File: src/rtl/ray_dir_gen_pkg.sv
`default_nettype none
// ============================================================================
// Module  : ray_dir_gen_pkg
// Brief   : Shared FP27 format constants and scanner FSM state type.
// Revision: 1.0 - initial release
// ============================================================================
package ray_dir_gen_pkg;

    localparam int c_FP_W     = 27;
    localparam int c_EXP_W    = 8;
    localparam int c_MAN_W    = 18;
    localparam int c_SIGN_BIT = 26;
    localparam int c_EXP_MSB  = 25;
    localparam int c_EXP_LSB  = 18;
    localparam int c_MAN_MSB  = 17;

    localparam logic [c_FP_W-1:0]  c_FP_ZERO = '0;
    localparam logic [c_EXP_W-1:0] c_FP_BIAS = 8'd127;

    typedef enum logic [1:0] {
        IDLE  = 2'd0,
        RUN   = 2'd1,
        DRAIN = 2'd2
    } state_t;

endpackage
`default_nettype wire

File: src/rtl/ray_dir_gen_int_to_fp27.sv
`default_nettype none
// ============================================================================
// Module  : int_to_fp27
// Brief   : Exact signed-integer to FP27 conversion with leading-one detect.
// Revision: 1.0 - initial release
// ============================================================================
module int_to_fp27
    import ray_dir_gen_pkg::*;
#(
    parameter int COORD_W = 12
) (
    input  logic signed [COORD_W-1:0] i_val,
    output logic        [c_FP_W-1:0]  o_fp
);

    localparam int c_P_W = $clog2(COORD_W);

    logic [COORD_W-1:0] w_mag;
    logic [c_P_W-1:0]   w_lead;
    logic [COORD_W-2:0] w_frac;
    logic [c_MAN_W-1:0] w_man;

    always_comb begin
        w_mag  = i_val[COORD_W-1] ? COORD_W'(-i_val) : COORD_W'(i_val);
        w_lead = '0;
        for (int i = 0; i < COORD_W; i++) begin
            if (w_mag[i]) w_lead = c_P_W'(i);
        end
        // Shift the leading one out of the top so the remaining bits are the fraction
        w_frac = (COORD_W-1)'(w_mag << (c_P_W'(COORD_W-1) - w_lead));
    end

    generate
        if (COORD_W-1 < c_MAN_W) begin : g_man_pad
            assign w_man = {w_frac, {(c_MAN_W-COORD_W+1){1'b0}}};
        end else begin : g_man_trunc
            assign w_man = w_frac[COORD_W-2 -: c_MAN_W];
        end
    endgenerate

    always_comb begin
        o_fp = c_FP_ZERO;
        if (w_mag != '0) begin
            o_fp[c_SIGN_BIT]          = i_val[COORD_W-1];
            o_fp[c_EXP_MSB:c_EXP_LSB] = c_FP_BIAS + c_EXP_W'(w_lead);
            o_fp[c_MAN_MSB:0]         = w_man;
        end
    end

endmodule
`default_nettype wire

File: src/rtl/ray_dir_gen.sv
`default_nettype none
// ============================================================================
// Module  : ray_dir_gen
// Brief   : Frame pixel scanner emitting camera-space ray directions (FP27).
// Revision: 1.0 - initial release
// ============================================================================
module ray_dir_gen
    import ray_dir_gen_pkg::*;
#(
    parameter int                WIDTH    = 640,
    parameter int                HEIGHT   = 480,
    parameter int                COORD_W  = 12,
    parameter logic [c_FP_W-1:0] FOCAL_FP = 27'h2200000
) (
    input  logic               i_clk,
    input  logic               i_rst_n,
    input  logic               i_start,
    input  logic               i_ready,
    output logic               o_valid,
    output logic [c_FP_W-1:0]  o_dir_x,
    output logic [c_FP_W-1:0]  o_dir_y,
    output logic [c_FP_W-1:0]  o_dir_z,
    output logic [COORD_W-1:0] o_pix_x,
    output logic [COORD_W-1:0] o_pix_y,
    output logic               o_last,
    output logic               o_busy
);

    localparam logic        [COORD_W-1:0] c_X_MAX  = COORD_W'(WIDTH-1);
    localparam logic        [COORD_W-1:0] c_Y_MAX  = COORD_W'(HEIGHT-1);
    localparam logic signed [COORD_W-1:0] c_HALF_W = COORD_W'(WIDTH/2);
    localparam logic signed [COORD_W-1:0] c_HALF_H = COORD_W'(HEIGHT/2);

    state_t                     r_state;
    logic        [COORD_W-1:0]  r_cnt_x;
    logic        [COORD_W-1:0]  r_cnt_y;

    logic                       r_s0_valid;
    logic                       r_s0_last;
    logic signed [COORD_W-1:0]  r_s0_off_x;
    logic signed [COORD_W-1:0]  r_s0_off_y;
    logic        [COORD_W-1:0]  r_s0_pix_x;
    logic        [COORD_W-1:0]  r_s0_pix_y;

    logic                       r_valid;
    logic                       r_last;
    logic        [c_FP_W-1:0]   r_dir_x;
    logic        [c_FP_W-1:0]   r_dir_y;
    logic        [c_FP_W-1:0]   r_dir_z;
    logic        [COORD_W-1:0]  r_pix_x;
    logic        [COORD_W-1:0]  r_pix_y;

    logic                       w_adv;
    logic                       w_issue;
    logic                       w_done;
    logic                       w_iss_last;
    logic        [COORD_W-1:0]  w_iss_x;
    logic        [COORD_W-1:0]  w_iss_y;
    logic        [COORD_W-1:0]  w_nxt_x;
    logic        [COORD_W-1:0]  w_nxt_y;
    logic        [c_FP_W-1:0]   w_fp_x;
    logic        [c_FP_W-1:0]   w_fp_y;

    // The whole pipe moves only when the output slot is empty or being taken
    assign w_adv      = !r_valid || i_ready;
    assign w_issue    = w_adv && ((r_state == IDLE && i_start) || r_state == RUN);
    assign w_done     = (r_state == DRAIN) && r_valid && i_ready && r_last;
    assign w_iss_x    = (r_state == RUN) ? r_cnt_x : '0;
    assign w_iss_y    = (r_state == RUN) ? r_cnt_y : '0;
    assign w_iss_last = (w_iss_x == c_X_MAX) && (w_iss_y == c_Y_MAX);
    assign w_nxt_x    = (w_iss_x == c_X_MAX) ? '0 : w_iss_x + 1'b1;
    assign w_nxt_y    = (w_iss_x == c_X_MAX) ? w_iss_y + 1'b1 : w_iss_y;

    int_to_fp27 #(.COORD_W(COORD_W)) u_cvt_x (.i_val(r_s0_off_x), .o_fp(w_fp_x));
    int_to_fp27 #(.COORD_W(COORD_W)) u_cvt_y (.i_val(r_s0_off_y), .o_fp(w_fp_y));

    always_ff @(posedge i_clk or negedge i_rst_n) begin
        if (!i_rst_n) begin
            r_state    <= IDLE;
            r_cnt_x    <= '0;
            r_cnt_y    <= '0;
            r_s0_valid <= 1'b0;
            r_s0_last  <= 1'b0;
            r_s0_off_x <= '0;
            r_s0_off_y <= '0;
            r_s0_pix_x <= '0;
            r_s0_pix_y <= '0;
            r_valid    <= 1'b0;
            r_last     <= 1'b0;
            r_dir_x    <= '0;
            r_dir_y    <= '0;
            r_dir_z    <= '0;
            r_pix_x    <= '0;
            r_pix_y    <= '0;
        end else begin
            if (w_issue) begin
                r_cnt_x <= w_iss_last ? '0 : w_nxt_x;
                r_cnt_y <= w_iss_last ? '0 : w_nxt_y;
                r_state <= w_iss_last ? DRAIN : RUN;
            end else if (w_done) begin
                r_state <= IDLE;
            end

            if (w_adv) begin
                r_s0_valid <= w_issue;
                if (w_issue) begin
                    r_s0_off_x <= $signed(w_iss_x) - c_HALF_W;
                    r_s0_off_y <= c_HALF_H - $signed(w_iss_y);
                    r_s0_pix_x <= w_iss_x;
                    r_s0_pix_y <= w_iss_y;
                    r_s0_last  <= w_iss_last;
                end
                r_valid <= r_s0_valid;
                if (r_s0_valid) begin
                    r_dir_x <= w_fp_x;
                    r_dir_y <= w_fp_y;
                    r_dir_z <= FOCAL_FP;
                    r_pix_x <= r_s0_pix_x;
                    r_pix_y <= r_s0_pix_y;
                    r_last  <= r_s0_last;
                end
            end
        end
    end

    assign o_valid = r_valid;
    assign o_last  = r_last;
    assign o_dir_x = r_dir_x;
    assign o_dir_y = r_dir_y;
    assign o_dir_z = r_dir_z;
    assign o_pix_x = r_pix_x;
    assign o_pix_y = r_pix_y;
    assign o_busy  = (r_state != IDLE);

endmodule
`default_nettype wire

File: config.mk
export PLATFORM = sky130hd
export DESIGN_NAME = ray_dir_gen
export DESIGN_NICKNAME = d
export VERILOG_FILES = /design/src/rtl/ray_dir_gen_pkg.sv /design/src/rtl/ray_dir_gen_int_to_fp27.sv /design/src/rtl/ray_dir_gen.sv
export SDC_FILE = /design/constraint.sdc
export NUM_CORES = 1
export LEC_CHECK = 0
export ABC_AREA = 1
export CAP_MARGIN = 5
export CORE_ASPECT_RATIO = 0.8
export CORE_UTILIZATION = 40
export DETAILED_ROUTE_END_ITERATION = 8
export SYNTH_ARGS = -nofsm -noshare
export SYNTH_HDL_FRONTEND = slang
export SYNTH_HIERARCHICAL = 1
export SYNTH_SLANG_ARGS = --single-unit
File: constraint.sdc
create_clock -name i_clk -period 3.2 [get_ports i_clk]
set_input_delay 0.48 -clock i_clk [delete_from_list [all_inputs] [get_ports i_clk]]
set_output_delay 0.48 -clock i_clk [all_outputs]
set_load 0.1 [all_outputs]
After elaboration in Yosys (flattened, before gate mapping)
Index checks and enable logic that the tools add are counted.
Widths: inputs -> output; s select.
{ "word_totals": {"reg_bits": 157, "out_inout_bits": 108} }
{ "classes": {"n_addsub": 10, "n_eq_ne": 4, "shift": 2, "n_mux": 35, "reduce_logical": 16} }
{ "ops": {"columns": ["operator", "count"], "rows": [
  ["$mux 12", 8],
  ["$mux 27", 2],
  ["$mux 4", 8],
  ["$add 12x1->12 const B", 2],
  ["$mux 3", 8],
  ["$neg 12->12", 2],
  ["$reduce_bool 12->1", 2],
  ["$shl 12x4->11", 2],
  ["$add 7x4->8 const A", 2],
  ["$mux 2", 7],
  ["$eq 12x10->1 const B", 1],
  ["$eq 12x9->1 const B", 1],
  ["$sub 12x10->12 const B", 1],
  ["$sub 9x12->12 const A", 1],
  ["$sub 4x4->4 const A", 2],
  ["$logic_and 1x1->1", 6],
  ["$reduce_and 2->1", 2],
  ["$reduce_bool 2->1", 2],
  ["$eq 2x1->1 const B", 1],
  ["$eq 2x2->1 const B", 1],
  ["$logic_not 2->1", 1],
  ["$logic_or 1x1->1", 2],
  ["$mux 1", 2],
  ["$logic_not 1->1", 1]
]} }

Logic depth before layout (Yosys ltp)
Gate-level depths: netlist of run 1.
{ "depth": {"word_depth": 16, "ltp_mapped": 23, "ltp_nobuf": 22} }

Hierarchy
Netlist of run 1, hierarchy kept.
{ "by_module_without_submodules": {"columns": ["module", "n_inst", "cells_per_inst", "area_each_um2", "seq_area_each_um2"], "rows": [
  ["ray_dir_gen", 1, 696, 6994.2, 3753.6],
  ["int_to_fp27 (u_cvt_x)", 1, 222, 1173.6, 0.0],
  ["int_to_fp27 (u_cvt_y)", 1, 218, 1077.3, 0.0]
]} }

Worst setup path after synthesis of run 1
No wires, ideal clock.
{ "synth_timing": {"path_kind": "reg-to-reg", "start": "reg r_s0_off_y[0]", "end": "reg r_dir_y[17], in the netlist o_dir_y[17]", "setup_time_ps": 126, "arrival_ps": 2638, "setup_slack_ps": 436, "path_stages_with_launch": 21, "synth_period_minus_slack_ps": 2764, "cell_sequence": "dfrtp_1 inv_2 ha_1 nand2_1 nor2_2 nand3_1 nand2_1 xor2_2 nor2_1 nand2_2 nor2_4 inv_2 ha_1 inv_1 a21oi_1 nand2_1 inv_1 nand2_1 nand2_1 inv_1 mux2_2"} }
{ "synth_between": {"elab_chain_cells": 16, "word_cells_on_any_way": 17, "classes_between": "2 x add/sub; 1 x shift; 13 x mux; 1 x reduce/logical"} }
{ "synth_lines": {"columns": ["element", "line", "rtl"], "rows": [
  ["start: declaration", "ray_dir_gen.sv:41", "logic signed [COORD_W-1:0] r_s0_off_y;"],
  ["start signal: assignment", "ray_dir_gen.sv:108", "r_s0_off_y <= c_HALF_H - $signed(w_iss_y);"],
  ["$neg 12->12", "ray_dir_gen_int_to_fp27.sv:24", "w_mag = i_val[COORD_W-1] ? COORD_W'(-i_val) : COORD_W'(i_val);"],
  ["$mux 12 (*)", "ray_dir_gen_int_to_fp27.sv:24", null],
  ["$mux 1", "ray_dir_gen_int_to_fp27.sv:27", "if (w_mag[i]) w_lead = c_P_W'(i);"],
  ["$mux 2 (2 in a row)", "ray_dir_gen_int_to_fp27.sv:27", null],
  ["$mux 3 (4 in a row)", "ray_dir_gen_int_to_fp27.sv:27", null],
  ["$mux 4 (4 in a row)", "ray_dir_gen_int_to_fp27.sv:27", null],
  ["$sub 4x4->4", "ray_dir_gen_int_to_fp27.sv:30", "w_frac = (COORD_W-1)'(w_mag << (c_P_W'(COORD_W-1) - w_lead));"],
  ["$shl 12x4->11", "ray_dir_gen_int_to_fp27.sv:30", null],
  ["$mux 27 (*)", "ray_dir_gen_int_to_fp27.sv:43", "if (w_mag != '0) begin"],
  ["net w_fp_y[17]", "ray_dir_gen.sv:62", "logic [c_FP_W-1:0] w_fp_y;"],
  ["end signal: assignment", "ray_dir_gen.sv:116", "r_dir_y <= w_fp_y;"],
  ["end: declaration", "ray_dir_gen.sv:48", "logic [c_FP_W-1:0] r_dir_y;"]
]} }
Mark *: on every way through the listed nets, which the timed path passes. The rest lies on a longest branch.
A chain may end at the register's enable or synchronous reset.

Worst setup path after layout of run 1
Same ends and word-level chain as after synthesis.

==> metrics.txt, run 1 <==
outcome=finished, final reports clean; Max Fclk=0.331 GHz; area delta synth->final=16.3%; Gate Count Post-Synth=1,136; YS warnings=6; Slew Limit Fails=0; CTS root buf=clkbuf_16; total CTS buffers=17; largest net degree at the start of global routing=83; Final HPWL DP=15,300 um; GRT Total Usage=18.5%; layout cells sized above 1=23.1%; final WL=21,200 um; synthesized area=9250 um^2; Worst setup SP type=flip-flop; Post-Route Skew=0.00827 ns; Tcrit/Tclk final=94.4%; row count=49; Initial Util=41.0%; sequential cell area fraction in the yosys report=40.6%; DRC errors left=0; initial antenna violation count=0; Setup WS post-layout=0.179 ns; Worst VDD drop=0.000380 V; max-capacitance violation count=0; Setup-failing EPs final=0; Layout fillers=2,220; Vias/cell=4.87; die area=23,700 um^2; Post-DRT Antenna Nets=0; Nets=1,238; critical path type=flip-flop to flip-flop; Worst Path Max Fanout=7; clock latency on the worst-skew pair=0.44 ns; CP Data Arrival Time=3.34 ns; delay of the slowest cell on the worst path=0.42 ns; post-synthesis register bit count=150; core box area=22,600 um^2; number of global-route vias before repair=6,655; Least-Margin Pin Slew=0.975 ns; syn_area_per_cell=8.14 um^2; clock tree sinks=150; P per Cell Area=861 nW/um^2; Worst Setup End Kind=flip-flop; worst-path cell chain=inv_2, ha_2, nand2_1, nor2_2, nand3_1, nand2_1, xor2_2, nor2_2, nand2_2, nor2_4, inv_2, ha_2, inv_1, a21oi_1, nand2_1, inv_1, nand2_1, nand2_1, inv_1, mux2_2; DR pass1 iterations=5; number of synthesized flops with an enable pin=0; post-synth cell types=46; grt total ovfl=0; Hold Crit Class=flip-flop to flip-flop; Required @ worst endpoint=3.52 ns; clk slew on worst S/H paths=0.06 ns; DRT iter0 DRCs=534; worst r2r src=r_s0_off_y[0]; Antenna diodes=0; P_leak=5.36 nW; Slew headroom=34.8%; Top FF cell, synth=dfrtp_1; Slowest-stage cell, CP=dfrtp_1; CP startpoint=r_s0_off_y[0]; Max Buffers Root-to-Sink=2; Reg area=3750 um^2; Multi-input gate area=4670 um^2; Post-Layout Cell Count=1,538; Place WS=0.00755 ns; Crit path top cell by count=nand2_1; Total Power=9.26 mW; CTS tree=done; port buffer count=86; htree depth=4; Fin. Hold Viols=0; Cells after DPL=1,504; global-route wire length before repair=34,500 um; DR vias=7,493; minimum clock period=3.02 ns; Async S/R FF share, synth=100%; hold_sp=r_s0_pix_x[7]; Placer Congestion=0.914; Die X=172 um; Avg WL per Cell=13.8 um; die height=138 um; # IOs=112
-- Yosys cell counts (2+ instances only) --
| cell type | number | share of area (%) |
|---|---|---|
| a21oi_1 | 23 | 1.2 |
| buf_12 | 2 | 0.43 |
| buf_2 | 9 | 0.49 |
| buf_4 | 47 | 3.8 |
| buf_6 | 5 | 0.61 |
| clkbuf_1 | 10 | 0.41 |
| conb_1 | 3 | 0.12 |
| dfrtp_1 | 150 | 41 |
| ha_1 | 14 | 1.9 |
| inv_1 | 87 | 3.5 |
| inv_2 | 28 | 1.1 |
| mux2_2 | 69 | 8.4 |
| nand2_1 | 300 | 12 |
| nand2_2 | 19 | 1.3 |
| nand2_4 | 10 | 1.2 |
| nand3_1 | 117 | 6.3 |
| nand3_2 | 5 | 0.54 |
| nand3_4 | 2 | 0.38 |
| nand3b_1 | 6 | 0.49 |
| nand4_1 | 18 | 1.2 |
| nand4_4 | 2 | 0.46 |
| nor2_1 | 71 | 2.9 |
| nor2_2 | 16 | 1.1 |
| nor2_4 | 15 | 1.8 |
| nor2_8 | 2 | 0.43 |
| nor3_1 | 8 | 0.43 |
| nor4_1 | 2 | 0.14 |
| o21a_1 | 2 | 0.16 |
| o21ai_0 | 62 | 3.4 |
| o21ai_1 | 12 | 0.65 |
| xor2_1 | 5 | 0.47 |
-- sequential cells by signal, indices dropped and copies added, names as in the netlist --
signal,flops
o_dir_x,27
o_dir_y,27
o_pix_x,12
o_pix_y,12
r_cnt_x,12
r_cnt_y,12
r_s0_off_x,12
r_s0_off_y,12
r_s0_pix_y,11
r_s0_pix_x,6
r_state,2
o_dir_z,1
o_last,1
o_valid,1
r_s0_last,1
r_s0_valid,1
-- layout make-up --
| cell class | instances | share of cell area [%] |
|---|---|---|
| flip-flops and latches | 150 | 34.9 |
| repair buffers | 102 | 8.18 |
| inverters | 116 | 4.10 |
| multi-input cells | 833 | 43.5 |
| well taps | 306 | 3.56 |
| clock buffers | 22 | 4.41 |
| clock inverters | 9 | 1.38 |
-- worst max-delay path: cells and delay by family (launching register included) --
family	cells	cell delay, ns
DFF	1	0.42
and+or+nand+nor	10	0.99
AOI/OAI and AO/OA	1	0.15
adders and majority gates	2	0.60
xor gates and xnor gates	1	0.12
muxes	1	0.25
buffers and inverters	5	0.40
-- final timing paths --
| check | to | slack [ns] | cells past startpoint |
|---|---|---|---|
| setup / recovery | o_dir_y[17] | 0.18 | 20 |
| hold reg to reg | r_s0_pix_x[7] | 0.48 | 2 |
| min in group asynchronous | o_pix_x[8] | 0.49 | 2 |
| hold / removal | r_s0_pix_x[7] | 0.48 | 2 |
| max in group asynchronous | o_dir_y[7] | 1.88 | 3 |
| setup reg to reg | o_dir_y[17] | 0.18 | 20 |
-- power breakdown --
part / internal, mW / leakage [nW] / switching (mW) / total, mW
sequential: 2.21 / 1.94 / 0.213 / 2.43
clock: 1.36 / 0.310 / 0.787 / 2.15
combinational: 1.21 / 3.11 / 3.48 / 4.69
total: 4.78 / 5.36 / 4.48 / 9.26
-- what timing repair did --
| item | in CTS | in global routing |
|---|---|---|
| endpoints found under the hold margin | 28 | 0 |
| hold buffers | 1 | 0 |
| buffers inserted | 1 | 1 |
| pin swaps | 1 | 1 |
| setup endpoints to repair | 1 | 4 |
| gates resized for setup | 0 | 5 |
-- metal layers --
metal	GRT usage [%]	share of wire, %	vias up
li1	-	-	3781
met3	4.00	4.7	23
met2	26.4	42	181
met1	27.9	52	3508
met4	4.87	1.3	0
met5	0	0	-
-- cells in the final DEF, fill, tap and decap left out, types with 28 or more instances in the layout --
master and instances:
clkdlybuf4s50_1 28, inv_1 87, dfrtp_1 150, inv_2 28
nand2_1 299, nand3_1 117, nor2_1 70, o21ai_0 62
conb_1 39, buf_4 69, mux2_2 69
-- per-stage QoR --
| step | hold WS (ns) | utilization [%] | TNS, ns | area, um^2 |
|---|---|---|---|---|
| after floorplan | 0.184 | - | 0 | 9380 |
| after global routing | 0.502 | 47.7 | -0.0163 | 10800 |
| after CTS | 0.487 | 47.6 | 0 | 10700 |
| after global placement | 0.384 | 44.7 | 0 | 10100 |
| final | 0.483 | 47.7 | 0 | 10800 |
| after detailed placement | 0.387 | 44.7 | 0 | 10100 |
-- kinds of logic after synthesis --
logic type	synth area share (%)
AOI/OAI and AO/OA	6.31
xor gates and xnor gates	0.650
adders and majority gates	1.89
buffers and inverters	10.5
DFF	40.6
muxes	8.40
other	0.122
and+or+nand+nor	31.5
No activity file was read; power rests on OpenSTA's default activity.
==> run 2, diff against run 1 <==
--- a/config.mk
+++ b/config.mk
@@ -10,6 +10,7 @@
 export CORE_ASPECT_RATIO = 0.8
 export CORE_UTILIZATION = 40
 export DETAILED_ROUTE_END_ITERATION = 8
+export PLACE_DENSITY_LB_ADDON = 0.2
 export SYNTH_ARGS = -nofsm -noshare
 export SYNTH_HDL_FRONTEND = slang
 export SYNTH_HIERARCHICAL = 1
==> constraint.sdc (replaced) <==
create_clock -name i_clk -period 3.2 [get_ports i_clk]
set_input_delay 0.96 -clock i_clk [delete_from_list [all_inputs] [get_ports i_clk]]
set_output_delay 0.96 -clock i_clk [all_outputs]
set_load 0.1 [all_outputs]
==> run 2 against run 1 <==
Compared with the run above:
- die area is the same
- via count grew 0.49%
- global-route usage is 0.20 points higher
- sequential share of layout area is essentially flat
- flip-flop and latch count is the same
- cell count grew 0.39%
- core utilization about the same
- sequential power about the same
- register-to-register slack improved by 0.14 ns
- first-iteration DRC count grew 26%
==> metrics.txt, run 2 (synthesis results as in run 1) <==
outcome=finished, final reports clean; RSZ-0062 raised after global routing=false; Fin. Hold Viols=0 (unchanged); delay of the slowest cell on the worst path=0.41 ns (about the same); Worst VDD drop=0.000394 V (+3.5%); Hold Crit Class=flip-flop to flip-flop; final instance area=10,800 um^2 (about the same); CP Data Arrival Time=3.20 ns (-0.14 ns); Max Buffers Root-to-Sink=2 (unchanged); core box area=22,600 um^2 (unchanged); Placer Congestion=0.893 (-2.3%); CTS tree=done; GRT Total Usage=18.7% (+0.20 points); # IOs=112 (unchanged); clock latency on the worst-skew pair=0.43 ns (about the same); Antenna diodes=0 (unchanged); final setup TNS=0 ns (unchanged); area delta synth->final=16.4% (about the same); Post-DRT Antenna Nets=0 (unchanged); max-capacitance violation count=0 (unchanged); htree depth=4 (unchanged); Worst Setup End Kind=flip-flop; P_leak=5.41 nW (+0.92%); DRT iter0 DRCs=672 (+26%); row count=49 (unchanged); Post-Route Skew=0.0139 ns (+0.00567 ns); Place WS=0.0801 ns (+0.0726 ns); number of global-route vias before repair=6,816 (+2.4%); Layout fillers=2,208 (-0.54%); DP Area=10,100 um^2 (-0.17%); clock tree sinks=150 (unchanged); clk slew on worst S/H paths=0.06 ns (about the same); Crit path top cell by count=nand2_1; Required @ worst endpoint=3.51 ns (about the same); port buffer count=86 (unchanged); Avg WL per Cell=13.8 um (+0.14%); Tcrit/Tclk final=90.2% (-4.3 points); Setup-failing EPs final=0 (unchanged); Total Power=9.20 mW (-0.65%); Worst setup SP type=flip-flop; critical path type=flip-flop to flip-flop; Vias/cell=4.88 (+0.10%); worst path bufs/invs=5 (unchanged); Max Fclk=0.347 GHz (+4.7%); DRC errors left=0 (unchanged); CTS root buf=clkbuf_16; Final HPWL DP=15,400 um (+0.90%); Nets=1,243 (+0.40%); worst-path cell chain=inv_2, ha_2, nand2_1, nor2_4, nand2_1, nand3_1, nand2_1, nor2_4, nand2_4, clkinv_4, nand2_4, ha_4, inv_1, a21oi_1, nand2_1, inv_1, nand2_1, nand2_1, inv_1, mux2_2; Largest delay share family, worst path=simple AND/OR/NAND/NOR gates; grt total ovfl=0 (unchanged); Initial Util=41.0% (unchanged); largest net degree at the start of global routing=69 (-17%); Setup WS post-layout=0.315 ns (+0.136 ns); P per Cell Area=855 nW/um^2 (-0.71%); global-route wire length before repair=35,000 um (+1.5%); hold_buf cts=0 (-1); Slew headroom=58.3% (+24 points); DR pass1 iterations=8 (+3); layout cells sized above 1=25.8% (+2.6 points); Least-Margin Pin Slew=0.626 ns (-0.349 ns); initial antenna violation count=0 (unchanged); final WL=21,300 um (+0.53%); minimum clock period=2.89 ns (-0.136 ns); commonest non-fill, non-tap cells in the layout=299 x nand2_1, 150 x dfrtp_1, 117 x nand3_1; Die X=172 um (unchanged); most common cell after layout, fill and taps aside=nand2_1; Slew Limit Fails=0 (unchanged); Slowest-stage cell, CP=dfrtp_1; die height=138 um (unchanged); DR vias=7,530 (+0.49%); total CTS buffers=17 (unchanged); Worst Path Max Fanout=11 (+4); die area=23,700 um^2 (unchanged)
-- run 2: stage by stage --
stage          utilization, %  hold WS, ns  instances
6_report                 47.7        0.483       1544
5_1_grt                  47.7        0.506       1544
4_1_cts                  47.4        0.488       1539
3_5_place_dp             44.7        0.473       1507
3_3_place_gp             44.7        0.470       1507
2_1_floorplan               -        0.445       1172
-- run 2: metal layers --
metal  up-vias  part of all wire, %  track usage [%]
met1      3502                   52             28.0
li1       3806                    -                -
met2       194                   42             26.5
met4         0                  1.2             5.65
met3        28                  4.8             4.17
met5         -                    0                0
-- run 2: worst register-to-register path, stage by stage (launching register included) --
cell,delay [ns]
dfrtp_1,0.41
inv_2,0.09
ha_2,0.20
nand2_1,0.09
nor2_4,0.13
nand2_1,0.08
nand3_1,0.07
nand2_1,0.14
nor2_4,0.18
nand2_4,0.10
clkinv_4,0.09
nand2_4,0.11
ha_4,0.32
inv_1,0.11
a21oi_1,0.15
nand2_1,0.07
inv_1,0.06
nand2_1,0.05
nand2_1,0.05
inv_1,0.03
mux2_2,0.24
-- run 2: cell type report --
class	instances	area (um^2)	share of cell area [%]
Timing Repair Buffer	107	875	8.13
Tap cell	306	383	3.56
Clock inverter	13	171	1.59
Inverter	116	440	4.09
Clock buffer	19	443	4.12
Multi-Input combinational cell	833	4690	43.6
Sequential cell	150	3750	34.9
-- run 2: worst paths after layout --
kind / from / end / slack [ns] / cells past startpoint
max in group asynchronous: i_rst_n / o_dir_x[24] / 1.94 / 2
worst max-delay path: r_s0_off_x[0] / o_dir_x[17] / 0.31 / 20
worst max register to register: r_s0_off_x[0] / o_dir_x[17] / 0.31 / 20
min in group asynchronous: i_rst_n / r_s0_pix_x[7] / 0.49 / 1
worst min register to register: r_s0_pix_y[4] / r_s0_pix_y[4] / 0.48 / 2
worst min-delay path: r_s0_pix_y[4] / r_s0_pix_y[4] / 0.48 / 2
-- run 2: power breakdown --
group	switching, mW	internal, mW
clock network	0.841	1.26
registers	0.212	2.21
logic	3.49	1.19
total	4.55	4.66
-- run 2: timing repair --
item | CTS | global route
setup endpoints to repair | 0 | 14
gates resized for setup | 0 | 7
setup buffers | 0 | 5
==> run 3, diff against run 2 <==
--- a/config.mk
+++ b/config.mk
@@ -10,7 +10,7 @@
 export CORE_ASPECT_RATIO = 0.8
 export CORE_UTILIZATION = 40
 export DETAILED_ROUTE_END_ITERATION = 8
-export PLACE_DENSITY_LB_ADDON = 0.2
+export PLACE_DENSITY = 0.6
 export SYNTH_ARGS = -nofsm -noshare
 export SYNTH_HDL_FRONTEND = slang
 export SYNTH_HIERARCHICAL = 1
==> run 3 against run 2 <==
Compared with the run above:
- highest routed layer unchanged
- via count barely moved
- combinational power barely moved
- core utilization is 0.20 points lower
- critical path type unchanged
- register-to-register slack lost 0.06 ns
==> metrics.txt, run 3 (synthesis results as in run 1) <==
GRT Total Usage=18.5% (-0.24 points); Worst Setup End Kind=flip-flop; Switching Power=4.50 mW (-1.0%); Vias/cell=4.89 (+0.26%); layout cells sized above 1=25.7% (-0.099 points); Max Fclk=0.339 GHz (-2.2%); Post-DRT Antenna Nets=0 (unchanged); P per Cell Area=847 nW/um^2 (-0.99%); Least-Margin Pin Slew=0.620 ns (-0.00546 ns); global-route wire length before repair=34,300 um (-1.9%); Reg power frac=26.8% (+0.4 points); Cells after DPL=1,506 (-0.066%); final WL=21,200 um (-0.36%); Slew headroom=58.5% (+0.21 points); CTS tree=done; # IOs=112 (unchanged); Place WS=0.0747 ns (-0.00546 ns); Initial Util=41.0% (unchanged); area delta synth->final=15.9%; Comb pwr share=51.2% (+0.4 points); Tcrit/Tclk final=92.1% (+2.0 points); Post-Layout Cell Count=1,541 (-0.19%); Setup-failing EPs final=0 (unchanged); Net Sw Frac=49.6% (+0.18 points); minimum clock period=2.95 ns (+0.0636 ns); DP Area=10,100 um^2 (about the same); largest net degree at the start of global routing=64 (-7.2%); Setup WS post-layout=0.251 ns (-0.0636 ns); Nets=1,241 (-0.16%); max-capacitance violation count=0 (unchanged); Post-Route Skew=0.0212 ns (+0.00726 ns); DRC errors left=0 (unchanged); die area=23,700 um^2 (unchanged); Max Buffers Root-to-Sink=2 (unchanged); total CTS buffers=17 (unchanged); DR pass1 iterations=5 (-3); Fin. Hold Viols=0 (unchanged); initial antenna violation count=0 (unchanged); critical path type=flip-flop to flip-flop; P_leak=5.38 nW (-0.62%); row count=49 (unchanged); Worst VDD drop=0.000378 V (-3.9%); Total Power=9.07 mW (-1.4%); Worst setup SP type=flip-flop; final instance area=10,700 um^2 (-0.42%); Die X=172 um (unchanged); Antenna diodes=0 (unchanged); CP Data Arrival Time=3.26 ns (+0.06 ns); htree depth=4 (unchanged); Slew Limit Fails=0 (unchanged); most common cell after layout, fill and taps aside=nand2_1; CTS root buf=clkbuf_16; clock share of power=22.0% (-0.8 points); Layout fillers=2,212 (+0.18%); clk slew on worst S/H paths=0.06 ns (about the same); clock latency on the worst-skew pair=0.43 ns (about the same); Fin Hold WS=0.482 ns (-0.00129 ns); P_int=4.57 mW (-1.8%); Hold Crit Class=flip-flop to flip-flop; Placer Congestion=0.908 (+1.7%); commonest non-fill, non-tap cells in the layout=299 x nand2_1, 149 x dfrtp_1, 117 x nand3_1; DR vias=7,535 (+0.066%); clock tree sinks=150 (unchanged); Worst Path Max Fanout=7 (-4); port buffer count=86 (unchanged); grt total ovfl=0 (unchanged); Avg WL per Cell=13.7 um (-0.16%); outcome=finished, final reports clean; Final HPWL DP=15,400 um (-0.36%); core box area=22,600 um^2 (unchanged); Required @ worst endpoint=3.51 ns (about the same); DRT iter0 DRCs=518 (-23%); die height=138 um (unchanged); number of global-route vias before repair=6,777 (-0.57%)
run 3: path summary, 6_finish.rpt:
| check | from | to | slack, ns | depth (start not counted) |
|---|---|---|---|---|
| worst max-delay path | r_s0_off_y[0] | o_dir_y[17] | 0.25 | 20 |
| worst min-delay path | r_s0_pix_y[7] | r_s0_pix_y[7] | 0.48 | 2 |
| worst max register to register | r_s0_off_y[0] | o_dir_y[17] | 0.25 | 20 |
| worst min register to register | r_s0_pix_y[7] | r_s0_pix_y[7] | 0.48 | 2 |
| max in group asynchronous | i_rst_n | o_dir_x[22] | 1.95 | 2 |
| min in group asynchronous | i_rst_n | o_pix_x[8] | 0.49 | 1 |
run 3: worst max-delay path, cell delays in order (launching register included):
cell and delay, ns:
dfrtp_2 0.44, inv_2 0.11, ha_2 0.21, nand2_1 0.07, nor2_2 0.15, nand3_1 0.08, nand2_1 0.10, xor2_2 0.12
nor2_2 0.13, nand2_2 0.10, nor2_4 0.19, inv_2 0.11, ha_4 0.31, inv_1 0.10, a21oi_2 0.13, nand2_1 0.07
inv_1 0.05, nand2_1 0.04, nand2_1 0.05, inv_1 0.03, mux2_2 0.25
run 3: layout make-up:
class | count | area (um^2) | share of cell area (%)
clock buffer | 20 | 457 | 4.26
clock inverter | 11 | 125 | 1.17
inverter | 116 | 440 | 4.11
multi-input combinational | 833 | 4700 | 43.8
sequential | 150 | 3750 | 35.0
tap | 306 | 383 | 3.57
timing repair buffer | 105 | 860 | 8.02
run 3: power groups by stage:
stage / logic (mW) / clock network [mW] / registers, mW
2_1_floorplan: 2.01 / 0 / 4.21
3_3_place_gp: 4.63 / 0 / 2.46
3_5_place_dp: 4.63 / 0 / 2.47
4_1_cts: 4.65 / 2.05 / 2.43
5_1_grt: 4.98 / 2.13 / 2.48
6_report: 4.65 / 1.99 / 2.43
run 3: timing repair:
item,CTS,global route
endpoints found under the setup margin,0,9
hold buffers,0,0
gates resized for setup,0,7
setup buffers,0,4
run 3: layer usage:
layer | up-vias | part of all wire (%) | track usage, %
li1 | 3783 | - | -
met1 | 3550 | 52 | 27.0
met2 | 181 | 43 | 27.4
met3 | 21 | 3.9 | 3.77
met4 | 0 | 1.2 | 5.31
met5 | - | 0 | 0
run 3: metrics by stage:
step,utilization [%],setup TNS [ns]
after detailed placement,44.6,0
after global routing,47.5,-0.0117
after floorplan,-,0
after CTS,47.2,0
after global placement,44.6,0
final,47.5,0
